===== config.mk =====
export PLATFORM = sky130hd
export DESIGN_NAME = exec_arith_branch_unit
export DESIGN_NICKNAME = d
export VERILOG_FILES = /design/src/rtl/exec_arith_branch_unit_pkg.sv /design/src/rtl/exec_absx.sv /design/src/rtl/exec_addx.sv /design/src/rtl/exec_branch.sv /design/src/rtl/exec_arith_branch_unit.sv
export SDC_FILE = /design/constraint.sdc
export NUM_CORES = 1
export LEC_CHECK = 0
export CAP_MARGIN = 20
export CORE_UTILIZATION = 52
export CTS_CLUSTER_SIZE = 40
export DETAILED_ROUTE_END_ITERATION = 10
export GPL_ROUTABILITY_DRIVEN = 0
export PLACE_DENSITY = 0.84
export SLEW_MARGIN = 15
export SYNTH_ARGS = -nofsm -noshare
export SYNTH_HDL_FRONTEND = slang
export SYNTH_SLANG_ARGS = --single-unit

===== constraint.sdc =====
create_clock -name clk -period 9.75 [get_ports clk]
set_clock_uncertainty 0.05 [all_clocks]
set_input_delay 1.95 -clock clk [delete_from_list [all_inputs] [get_ports clk]]
set_output_delay 1.95 -clock clk [all_outputs]
set_load 0.005 [all_outputs]

===== src/rtl/exec_arith_branch_unit_pkg.sv =====
// Shared widths, opcode encodings and branch condition codes for the
// execute-stage arithmetic/branch slice.
package exec_arith_branch_unit_pkg;

  localparam int unsigned W_OPR = 32;
  localparam int unsigned W_IMM = 16;
  localparam int unsigned W_OPC = 7;
  localparam int unsigned ADDR  = 32;

  // ALU and jump codes live in opecode[4:0]; CMP is matched on the full opcode.
  localparam logic [4:0] OP_ADD = 5'b00000;
  localparam logic [4:0] OP_SUB = 5'b00001;
  localparam logic [4:0] OP_ABS = 5'b00101;
  localparam logic [4:0] OP_J   = 5'b11100;
  localparam logic [4:0] OP_JA  = 5'b11101;
  localparam logic [6:0] OP_CMP = 7'b000_0100;

  typedef enum logic [1:0] {
    COND_AL = 2'b00,
    COND_EQ = 2'b01,
    COND_NE = 2'b10,
    COND_LT = 2'b11
  } cond_e;

endpackage


===== src/rtl/exec_absx.sv =====
// Two's-complement absolute value; the most-negative value negates to itself.
module exec_absx #(
  parameter int unsigned W = 32
) (
  input  logic [W-1:0] a,
  output logic [W-1:0] result
);

  always_comb begin
    result = a[W-1] ? ('0 - a) : a;
  end

endmodule


===== src/rtl/exec_addx.sv =====
// Adder/subtractor leaf: result = a + b, or a - b when sub is set.
module exec_addx #(
  parameter int unsigned W = 32
) (
  input  logic [W-1:0] a,
  input  logic [W-1:0] b,
  input  logic         sub,
  output logic [W-1:0] result
);

  always_comb begin
    result = sub ? (a - b) : (a + b);
  end

endmodule


===== src/rtl/exec_branch.sv =====
// Branch resolution: evaluates the condition field against registered flags
// and produces the take strobe plus relative/absolute target.
module exec_branch
  import exec_arith_branch_unit_pkg::*;
#(
  parameter int unsigned W_OPR = 32,
  parameter int unsigned W_OPC = 7,
  parameter int unsigned ADDR  = 32
) (
  input  logic [W_OPR-1:0] opr0,
  input  logic [W_OPR-1:0] src,
  input  logic             v,
  input  logic [ADDR-1:0]  pc,
  input  logic [W_OPC-1:0] opcode,
  input  logic             c,
  input  logic             z,
  input  logic             s,
  input  logic             o,
  output logic             branch,
  output logic [ADDR-1:0]  addr
);

  logic  is_j;
  logic  is_ja;
  logic  cond_true;
  cond_e cond;

  // opr0 and carry are part of the port set but play no role in branching.
  logic unused_inputs;
  assign unused_inputs = ^{opr0, c};

  assign is_j  = (opcode[4:0] == OP_J);
  assign is_ja = (opcode[4:0] == OP_JA);
  assign cond  = cond_e'(opcode[6:5]);

  always_comb begin
    cond_true = 1'b0;
    case (cond)
      COND_AL: cond_true = 1'b1;
      COND_EQ: cond_true = z;
      COND_NE: cond_true = ~z;
      COND_LT: cond_true = s ^ o;
      default: cond_true = 1'b0;
    endcase
  end

  always_comb begin
    addr = '0;
    if (is_j)
      addr = pc + src[ADDR-1:0];
    else if (is_ja)
      addr = src[ADDR-1:0];
  end

  assign branch = v & (is_j | is_ja) & cond_true;

endmodule


===== src/rtl/exec_arith_branch_unit.sv =====
// Execute-stage slice: add/sub/abs result, CMP-driven condition flags and
// branch redirect. Only the flags are clocked.
module exec_arith_branch_unit #(
  parameter int unsigned W_OPR = exec_arith_branch_unit_pkg::W_OPR,
  parameter int unsigned W_IMM = exec_arith_branch_unit_pkg::W_IMM,
  parameter int unsigned W_OPC = exec_arith_branch_unit_pkg::W_OPC,
  parameter int unsigned ADDR  = exec_arith_branch_unit_pkg::ADDR
) (
  input  logic             clk,
  input  logic             reset,
  input  logic             v_i,
  input  logic             stall_i,
  input  logic [W_OPC-1:0] opecode_i,
  input  logic [W_OPR-1:0] opr0_i,
  input  logic [W_OPR-1:0] opr1_i,
  input  logic             immf_i,
  input  logic             immsign_i,
  input  logic [W_IMM-1:0] imm_i,
  input  logic [ADDR-1:0]  pc_i,
  output logic [W_OPR-1:0] result_o,
  output logic [3:0]       flags_o,
  output logic             branch_o,
  output logic [ADDR-1:0]  branch_addr_o
);

  import exec_arith_branch_unit_pkg::*;

  logic [W_OPR-1:0] src;
  logic [W_OPR-1:0] add_res;
  logic [W_OPR-1:0] abs_res;
  logic [W_OPR:0]   cmp_diff;
  logic [3:0]       cmp_flags;
  logic [3:0]       flags;
  logic             cmp_en;

  assign src = immf_i ? {{(W_OPR-W_IMM){immsign_i & imm_i[W_IMM-1]}}, imm_i} : opr1_i;

  // Extra top bit of the widened difference is the unsigned borrow.
  assign cmp_diff  = {1'b0, opr0_i} - {1'b0, src};
  assign cmp_flags = {cmp_diff[W_OPR],
                      (cmp_diff[W_OPR-1:0] == '0),
                      cmp_diff[W_OPR-1],
                      (opr0_i[W_OPR-1] != src[W_OPR-1]) &&
                      (cmp_diff[W_OPR-1] != opr0_i[W_OPR-1])};

  assign cmp_en = v_i & ~stall_i & (opecode_i == OP_CMP);

  always_ff @(posedge clk or negedge reset) begin
    if (!reset)
      flags <= '0;
    else if (cmp_en)
      flags <= cmp_flags;
  end

  assign flags_o = flags;

  exec_addx #(.W(W_OPR)) u_addx (
    .a      (opr0_i),
    .b      (src),
    .sub    (opecode_i[0]),
    .result (add_res)
  );

  exec_absx #(.W(W_OPR)) u_absx (
    .a      (src),
    .result (abs_res)
  );

  always_comb begin
    result_o = '0;
    case (opecode_i[4:0])
      OP_ADD, OP_SUB: result_o = add_res;
      OP_ABS:         result_o = abs_res;
      default:        result_o = '0;
    endcase
  end

  exec_branch #(.W_OPR(W_OPR), .W_OPC(W_OPC), .ADDR(ADDR)) u_branch (
    .opr0   (opr0_i),
    .src    (src),
    .v      (v_i),
    .pc     (pc_i),
    .opcode (opecode_i),
    .c      (flags[3]),
    .z      (flags[2]),
    .s      (flags[1]),
    .o      (flags[0]),
    .branch (branch_o),
    .addr   (branch_addr_o)
  );

endmodule


# ---- Yosys cells after proc, flatten, opt, wreduce, memory -nomap -nowiden
# Index checks and enable logic that the tools add are counted.
dict set report totals {
  register_bits 4
  inputBits 125
  out_inout_bits 69
  word_cells 37
}
dict set report op_classes {
  addsub 5
  eq_ne 10
  n_mux 7
  n_bitwise 9
  n_reduce_logical 5
}
# cell n
set op_table {}
lappend op_table {{$mux 32} 5}
lappend op_table {{$add 32x32->32} 2}
lappend op_table {{$pmux 32 s2} 1}
lappend op_table {{$sub 32x32->33} 1}
lappend op_table {{$logic_not 32->1} 1}
lappend op_table {{$sub 1x32->32 const A} 1}
lappend op_table {{$sub 32x32->32} 1}
lappend op_table {{$eq 5x5->1 const B} 2}
lappend op_table {{$eq 7x3->1 const B} 1}
lappend op_table {{$and 1x1->1} 5}
lappend op_table {{$eq 5x1->1 const B} 1}
lappend op_table {{$eq 5x3->1 const B} 1}
lappend op_table {{$logic_not 5->1} 1}
lappend op_table {{$eq 2x2->1 const B} 2}
lappend op_table {{$pmux 1 s4} 1}
lappend op_table {{$eq 2x1->1 const B} 1}
lappend op_table {{$logic_not 2->1} 1}
lappend op_table {{$ne 1x1->1} 2}
lappend op_table {{$not 1->1} 2}
lappend op_table {{$reduce_or 2->1} 1}
lappend op_table {{$logic_and 1x1->1} 1}
lappend op_table {{$or 1x1->1} 1}
lappend op_table {{$xor 1x1->1} 1}

# ---- Logic depth before layout (Yosys ltp)
# Gate-level depths: netlist of run 1.
dict set report logic_depth {
  ltp_word 5
  ltp_mapped 23
  depth_no_buf 19
}

# ---- Hierarchy
# Synthesis of run 1 repeated with hierarchy kept, for this count alone.
dict set report unflattened {
  cells_unflattened 1192
  hier_area_um2 8106.5
}
# module n_inst cells_per_inst area_per_inst_um2 seq_area_each_um2
set modules_own_cells {}
lappend modules_own_cells {exec_arith_branch_unit 1 404 2841.5 100.1}
lappend modules_own_cells {exec_addx 1 350 2349.8 0.0}
lappend modules_own_cells {exec_branch 1 342 2223.4 0.0}
lappend modules_own_cells {exec_absx 1 96 691.9 0.0}

# ---- Worst setup path before layout of run 1
# Ideal clock, no wire load.
dict set report synth_timing {
  kind {input-to-output}
  startpoint {input port immf_i}
  endpoint {output port result_o[31]}
  t_arrival_ps 6564
  t_required_ps 7750
  path_slack_ps 1186
  cell_stages 23
  n_path_buf 4
  path_cell_list {buf_4 buf_6 buf_2 buf_2 mux2i_1 ha_1 o21ai_1 nor4_4 nand2_1 nor3_1 nor2_1 xnor2_1 ha_1 a21oi_1 o21ai_0 a41oi_1 a21oi_1 a221o_1 a31oi_2 o21a_1 o21ai_1 nor3b_1 or3_1}
}
dict set report synth_via {
  elab_chain_cells 4
  elab_cells_between_ends 7
  cone_classes {add/sub: 3; mux: 4}
}
# element line_no
set synth_rtl {}
lappend synth_rtl {{start: declaration} exec_arith_branch_unit.sv:16} ;# input logic immf_i,
lappend synth_rtl {{$mux 32 *} exec_arith_branch_unit.sv:36} ;# assign src = immf_i ? {{(W_OPR-W_IMM){immsign_i & imm_i[W_IMM-1]}}, imm_i} : opr1_i;
lappend synth_rtl {{$sub 1x32->32 (tied with other cells)} exec_absx.sv:10} ;# result = a[W-1] ? ('0 - a) : a;
lappend synth_rtl {{$mux 32 (on tied branches)} {exec_absx.sv:10, exec_addx.sv:12}}
lappend synth_rtl {{$pmux 32 s2 *} exec_arith_branch_unit.sv:71} ;# case (opecode_i[4:0])
lappend synth_rtl {{end: declaration} exec_arith_branch_unit.sv:20} ;# output logic [W_OPR-1:0] result_o,
# Mark *: on every way between the ends. The rest lies on a longest branch, timed or not.

# ---- Worst setup path in the final report of run 1
dict set report layout_timing {
  startpoint {input port immf_i}
  endpoint {output port result_o[30]}
}
# Same word-level chain as after synthesis.

==> results of run 1 <==
## worst max-delay path, cell delays in order
cell and delay, ns:
buf_2 0.34, buf_4 0.36, nor3b_1 0.22, o21ai_1 0.16, nor4_2 0.40, nand2b_1 0.28
nor4_1 0.42, nor2_1 0.10, xnor2_1 0.17, ha_1 0.37, a21o_1 0.22, a21o_1 0.19
a21o_1 0.17, a21oi_1 0.14, o21ai_0 0.10, a31o_2 0.26, a221oi_2 0.36, o21ai_0 0.16
xnor2_1 0.15, o22ai_1 0.15, clkdlybuf4s50_1 0.54
## worst min path at each step
stage	startpoint	to	slack [ns]	cells after the start
after floorplan	flags_o[3]	flags_o[3]	0.40	2
after global placement	flags_o[3]	flags_o[3]	0.43	2
after detailed placement	flags_o[3]	flags_o[3]	0.44	2
after CTS	flags_o[3]	flags_o[3]	0.45	2
after global routing	flags_o[3]	flags_o[3]	0.48	2
final	flags_o[3]	flags_o[3]	0.45	2
## layout make-up
cell class / instances / share of cell area [%]
multi-input cells: 1030 / 72.9
repair buffers: 201 / 20.4
clock buffers: 3 / 0.769
inverters: 66 / 2.54
flip-flops and latches: 4 / 1.03
well taps: 184 / 2.36
## cells by family (layout without fill, tap and decap cells)
family	Yosys count	count (layout)	synth area share [%]
AO/OA/AOI/OAI	376	376	31.2
XOR/XNOR	117	117	13.2
adder cells (fa/ha/maj)	98	98	16.1
buffers and inverters	124	270	6.93
flip-flops	4	4	1.29
multiplexers	35	35	4.87
AND/OR/NAND/NOR	404	404	26.4
## cell usage after synthesis (all sizes together) (5+ instances only)
library cell | instances | area, µm²
nand3 | 28 | 140
or4 | 5 | 37.5
buf | 15 | 108
a41oi | 5 | 43.8
o211ai | 8 | 60.1
nor3b | 13 | 108
nand2b | 13 | 81.3
nor2 | 134 | 503
o21a | 15 | 113
a21o | 43 | 323
or3 | 5 | 31.3
a31oi | 23 | 150
nand2 | 80 | 300
nor4b | 6 | 58.8
nor2b | 23 | 144
and3 | 10 | 62.6
o22ai | 34 | 213
o21ai | 60 | 308
nor3 | 36 | 190
and2 | 5 | 31.3
xnor2 | 90 | 788
a221oi | 6 | 58.8
clkbuf | 43 | 181
a211oi | 14 | 115
nand4 | 12 | 75.1
mux2i | 31 | 318
nor4 | 12 | 115
o31ai | 6 | 45.0
inv | 65 | 244
xor2 | 27 | 236
o21bai | 11 | 82.6
a21oi | 115 | 576
or2 | 10 | 62.6
ha | 95 | 1190
## layer usage
layer  GRT usage [%]  routed length [µm]  vias to the layer above
li1                -                   -                     4549
met1            48.3               11900                     4271
met2            51.3               11300                      490
met3            3.53                2480                       77
met4            13.7                1130                        0
met5               0                   0                        -
## power by group
group	internal, mW	total (mW)	switching, mW	leakage [nW]
Clock	0.0525	0.0652	0.0127	0.0370
Sequential	0.0174	0.0179	0.000554	0.0554
Combinational	0.317	0.710	0.393	3.96
Total	0.387	0.793	0.407	4.05
## stage by stage
stage          util (%)  worst slack [ns]  hold WS, ns  cells
2_1_floorplan         -              1.19        0.401   1158
3_3_place_gp       66.5             0.838        0.425   1484
3_5_place_dp       66.6             0.685        0.443   1485
4_1_cts            67.1             0.664        0.454   1488
5_1_grt            67.1             0.215        0.485   1488
6_report           67.1             0.533        0.454   1488
==> results.txt, run 1 <==
1st-pass router iterations: 7
Initial detailed-routing violation count: 845
RSZ-0062 raised after global routing: no
Top FF cell, synth: dfrtp_1
Post-CTS setup buffers: 0
Reg2Reg Depth: 1
Register area share after synthesis: 1.29%
Kind of critical path: in2out
First-pass GRT wire length: 41200 µm
MaxCap Viol Count: 0
Clock Latency Late Sink: 0.23 ns
Worst r2r src: flags_o[1]
Worst EP arrival: 7.22 ns
Fillers: 1283
# port buffers: 193
Longest Clk Path Bufs: 2
Clk root buf: clkbuf_16
Hold Vio Cnt, Final: 0
Register bit total from synthesis: 4
Vias in the first global route: 8381
Peak VDD IR: 0.0000518 V
Area of the multi-input gates: 0.00711 mm²
DRC viols: 0
Area growth, synth to finish: 25.9%
FF-to-FF End: flags_o[1]
Setup tns final: 0 ns
ANT nets after route: 0
Via Count: 9387
Fin crit period: 9.22 ns
Num CTS Buffers: 3
Average wire per standard cell: 18.1 µm
Final setup violation count: 0
Cell Area, Synth: 0.00775 mm²
Clock Sinks: 4
Leakage power: 4.05 nW
GRT Overall Usage: 33.9%
Fmax: 108 MHz
Critical path launch point: immf_i
Ant. Diodes: 0
Placed Area: 0.00968 mm²
Share of cells above drive strength 1: 4.29%
Die area: 0.0154 mm²
Row count: 44
Core area: 0.0145 mm²
Worst rel slew slack: 51.4%
Status: complete, no violations
CTS tree: built
Reg2reg setup slack: 8.92 ns
CP Capture Type: output pin
Worst Path Required: 7.75 ns
Maximum fanout along the worst path: 22
Overall Power: 0.793 mW
Initial antenna violation count: 0
Final Max Slew Viols: 0
Yosys warns: 0
Commonest non-fill, non-tap cell in the layout: clkdlybuf4s50_1
DPL Wire Length: 22500 µm
Syn Area/Cell: 6.69 µm²
Cell Pwr Density: 81.3 mW/mm²
Nets: 1529
Starting Density: 53.3%
Final instance area: 0.00976 mm²
Hold buffers post-CTS: 0
Post-synth EDFFs: 0
Pin count of the biggest net entering global routing: 55
Max FFs per register: 4
Mapped Cells: 1158
H-Tree Depth: 1
Asr flop ratio synth: 100%
Synth unique cells: 81
Die Wd: 124 µm
Post-CTS Resized: 0
Syn nets: 1381
Reg clk slew, reported paths: 0.03 ns
Worst hold path class: reg2reg
Most frequent cells in the layout: clkdlybuf4s50_1, nor2_1, a21oi_1
Critical Path End: result_o[30]
Post-detailed-route via-to-cell ratio: 6.31
GRT Residual Overflow: 0
Worst-margin pin slew: 0.729 ns
I/O pins: 194
Period utilization: 94.5%
Die height: 124 µm
Storage cell area: 100 µm²
Final wirelength: 26900 µm
Startpoint types: input port
No activity file was read; power rests on OpenSTA's default activity.
==> run 2: changes to the inputs <==
--- a/config.mk
+++ b/config.mk
@@ -7,7 +7,7 @@
 export LEC_CHECK = 0
 export CAP_MARGIN = 20
 export CORE_UTILIZATION = 52
-export CTS_CLUSTER_SIZE = 40
+export CTS_CLUSTER_SIZE = 24
 export DETAILED_ROUTE_END_ITERATION = 10
 export GPL_ROUTABILITY_DRIVEN = 0
 export PLACE_DENSITY = 0.84
==> results of run 2 <==
Final layout, timing and power as in run 1 (identical DEF).
==> run 3: changes to the inputs <==
--- a/config.mk
+++ b/config.mk
@@ -11,6 +11,7 @@
 export DETAILED_ROUTE_END_ITERATION = 10
 export GPL_ROUTABILITY_DRIVEN = 0
 export PLACE_DENSITY = 0.84
+export RECOVER_POWER = 100
 export SLEW_MARGIN = 15
 export SYNTH_ARGS = -nofsm -noshare
 export SYNTH_HDL_FRONTEND = slang
==> run 3 against run 2 <==
Effect of this change:
- combinational power down 0.6%
- maximum frequency fell by 0.65%
- non-clock buffer count did not move
- worst setup slack worse by 0.060 ns
- via count is 0.11% higher
- register-to-register slack barely moved
==> results.txt, run 3 (same netlist as run 1, synthesis figures left out) <==
Cell Pwr Density: 81.0 mW/mm² (-0.30%)
Nets: 1529 (unchanged)
Critical hold path startpoint: flags_o[3]
Hold Crit Depth: 2 (unchanged)
Post-CTS Resized: 0 (unchanged)
Hold buffers post-CTS: 0 (unchanged)
GRT Overall Usage: 33.9% (unchanged)
Maximum fanout along the worst path: 22 (unchanged)
Post-CTS setup buffers: 0 (unchanged)
Worst r2r src: flags_o[1]
Vias in the first global route: 8381 (unchanged)
1st-pass router iterations: 8 (+1)
MaxCap Viol Count: 0 (unchanged)
Row count: 44 (unchanged)
Fin crit period: 9.28 ns (+0.0602 ns)
Core area: 0.0145 mm² (unchanged)
Kind of critical path: in2out
Initial detailed-routing violation count: 906 (+7.2%)
GRT Residual Overflow: 0 (unchanged)
CP Capture Type: output pin
DPL Wire Length: 22500 µm (unchanged)
Placed Area: 0.00968 mm² (unchanged)
Worst hold path class: reg2reg
Die height: 124 µm (unchanged)
Area of the multi-input gates: 0.00710 mm² (-0.21%)
Reg2Reg Depth: 1 (unchanged)
Worst path cell trace: buf_2 > buf_4 > inv_1 > nor3_1 > o21ai_0 > nor4_4 > o2111a_2 > nor3b_2 > nor3b_1 > nor2_1 > xnor2_1 > ha_1 > or4_1 > a221oi_1 > a21o_1 > a21oi_1 > a2bb2oi_1 > o211ai_1 > clkdlybuf4s50_1
Peak VDD IR: 0.0000515 V (-0.59%)
Startpoint types: input port
ANT nets after route: 0 (unchanged)
Worst Path Required: 7.75 ns (about the same)
Final Non-Filler Cells: 1488 (unchanged)
Commonest non-fill, non-tap cell in the layout: clkdlybuf4s50_1
Share of cells above drive strength 1: 3.91% (-0.38 points)
Clock Latency Late Sink: 0.23 ns (about the same)
Clock Sinks: 4 (unchanged)
Final wirelength: 26900 µm (about the same)
FF-to-FF End: flags_o[1]
Area growth, synth to finish: 25.6%
Pin count of the biggest net entering global routing: 55 (unchanged)
Longest Clk Path Bufs: 2 (unchanged)
Die area: 0.0154 mm² (unchanged)
DRC viols: 0 (unchanged)
Setup tns final: 0 ns (unchanged)
# port buffers: 193 (unchanged)
Post-detailed-route via-to-cell ratio: 6.32 (+0.11%)
Final instance area: 0.00974 mm² (-0.19%)
Die Wd: 124 µm (unchanged)
Worst EP arrival: 7.28 ns (+0.06 ns)
Fmax: 108 MHz (-0.65%)
Setup ws final: 0.473 ns (-0.0602 ns)
Via Count: 9397 (+0.11%)
Worst rel slew slack: 51.9% (+0.58 points)
Final Max Slew Viols: 0 (unchanged)
Num CTS Buffers: 3 (unchanged)
Reg2reg setup slack: 8.93 ns (about the same)
Dpl ws: 0.685 ns (unchanged)
Clk root buf: clkbuf_16
Slowest-stage cell, CP: clkdlybuf4s50_1
Reg clk slew, reported paths: 0.03 ns (about the same)
Hold Vio Cnt, Final: 0 (unchanged)
Status: complete, no violations
Max FFs per register: 4 (unchanged)
H-Tree Depth: 1 (unchanged)
Ant. Diodes: 0 (unchanged)
CTS tree: built
Storage cell area: 100 µm² (unchanged)
Fillers: 1289 (+0.47%)
Period utilization: 95.2% (+0.62 points)
Dpl cells: 1485 (unchanged)
Starting Density: 53.3% (unchanged)
Initial antenna violation count: 0 (unchanged)
Leakage power: 4.21 nW (+3.9%)
Final setup violation count: 0 (unchanged)
Average wire per standard cell: 18.1 µm (about the same)
Hold endpoint: flags_o[3]
First-pass GRT wire length: 41200 µm (unchanged)
Worst-margin pin slew: 0.721 ns (-0.00867 ns)
Most frequent cells in the layout: clkdlybuf4s50_1, nor2_1, a21oi_1
RSZ-0062 raised after global routing: no
Worst stage delay on the critical path: 0.55 ns (about the same)
I/O pins: 194 (unchanged)
## run 3: cell count changes in the layout (fill, tap and decap cells not counted), sizes merged
cell,previous run,this run
clkdlybuf4s50,191,140
buf,10,9
clkbuf,3,4
dlygate4sd3,0,51
## run 3: worst max path at each step
stage | start | end | slack (ns) | depth (start not counted)
after detailed placement | immf_i | result_o[30] | 0.68 | 21
after CTS | immf_i | result_o[30] | 0.66 | 21
final | immf_i | result_o[29] | 0.47 | 19
after global routing | immf_i | result_o[29] | 0.12 | 19
after global placement | immf_i | result_o[30] | 0.84 | 21
after floorplan | immf_i | result_o[31] | 1.19 | 23
## run 3: stage by stage
stage	total power, mW	hold slack (ns)	utilization, %
after global placement	0.695	0.425	66.5
after detailed placement	0.704	0.443	66.6
after floorplan	0.522	0.401	-
after CTS	0.775	0.454	67.1
after global routing	0.850	0.479	67.0
final	0.789	0.448	67.0
## run 3: worst max-delay path, delay by kind of cell
family / cells / cell delay, ns
xor+xnor: 1 / 0.16
fa+ha+maj: 1 / 0.22
compound gates: 7 / 1.50
simple gates: 6 / 1.90
buf+inv: 4 / 1.52
## run 3: metal layers
layer	global-route usage (%)	vias up	part of all wire, %	wire length [µm]
met4	13.7	0	4.4	1190
met1	48.3	4277	45	12000
met2	51.3	480	42	11300
li1	-	4556	-	-
met5	0	-	0	0
met3	3.53	84	8.8	2370
## run 3: power breakdown
group	total [mW]	leakage (nW)	switching [mW]	internal, mW
clock	0.0652	0.0370	0.0127	0.0525
sequential	0.0179	0.0554	0.000518	0.0174
combinational	0.706	4.12	0.393	0.313
## run 3: cell type report
type	instances	area share, %
inverter	66	2.54
sequential	4	1.03
clock buffer	3	0.771
multi-input combinational	1030	72.9
tap	184	2.36
timing repair buffer	201	20.4
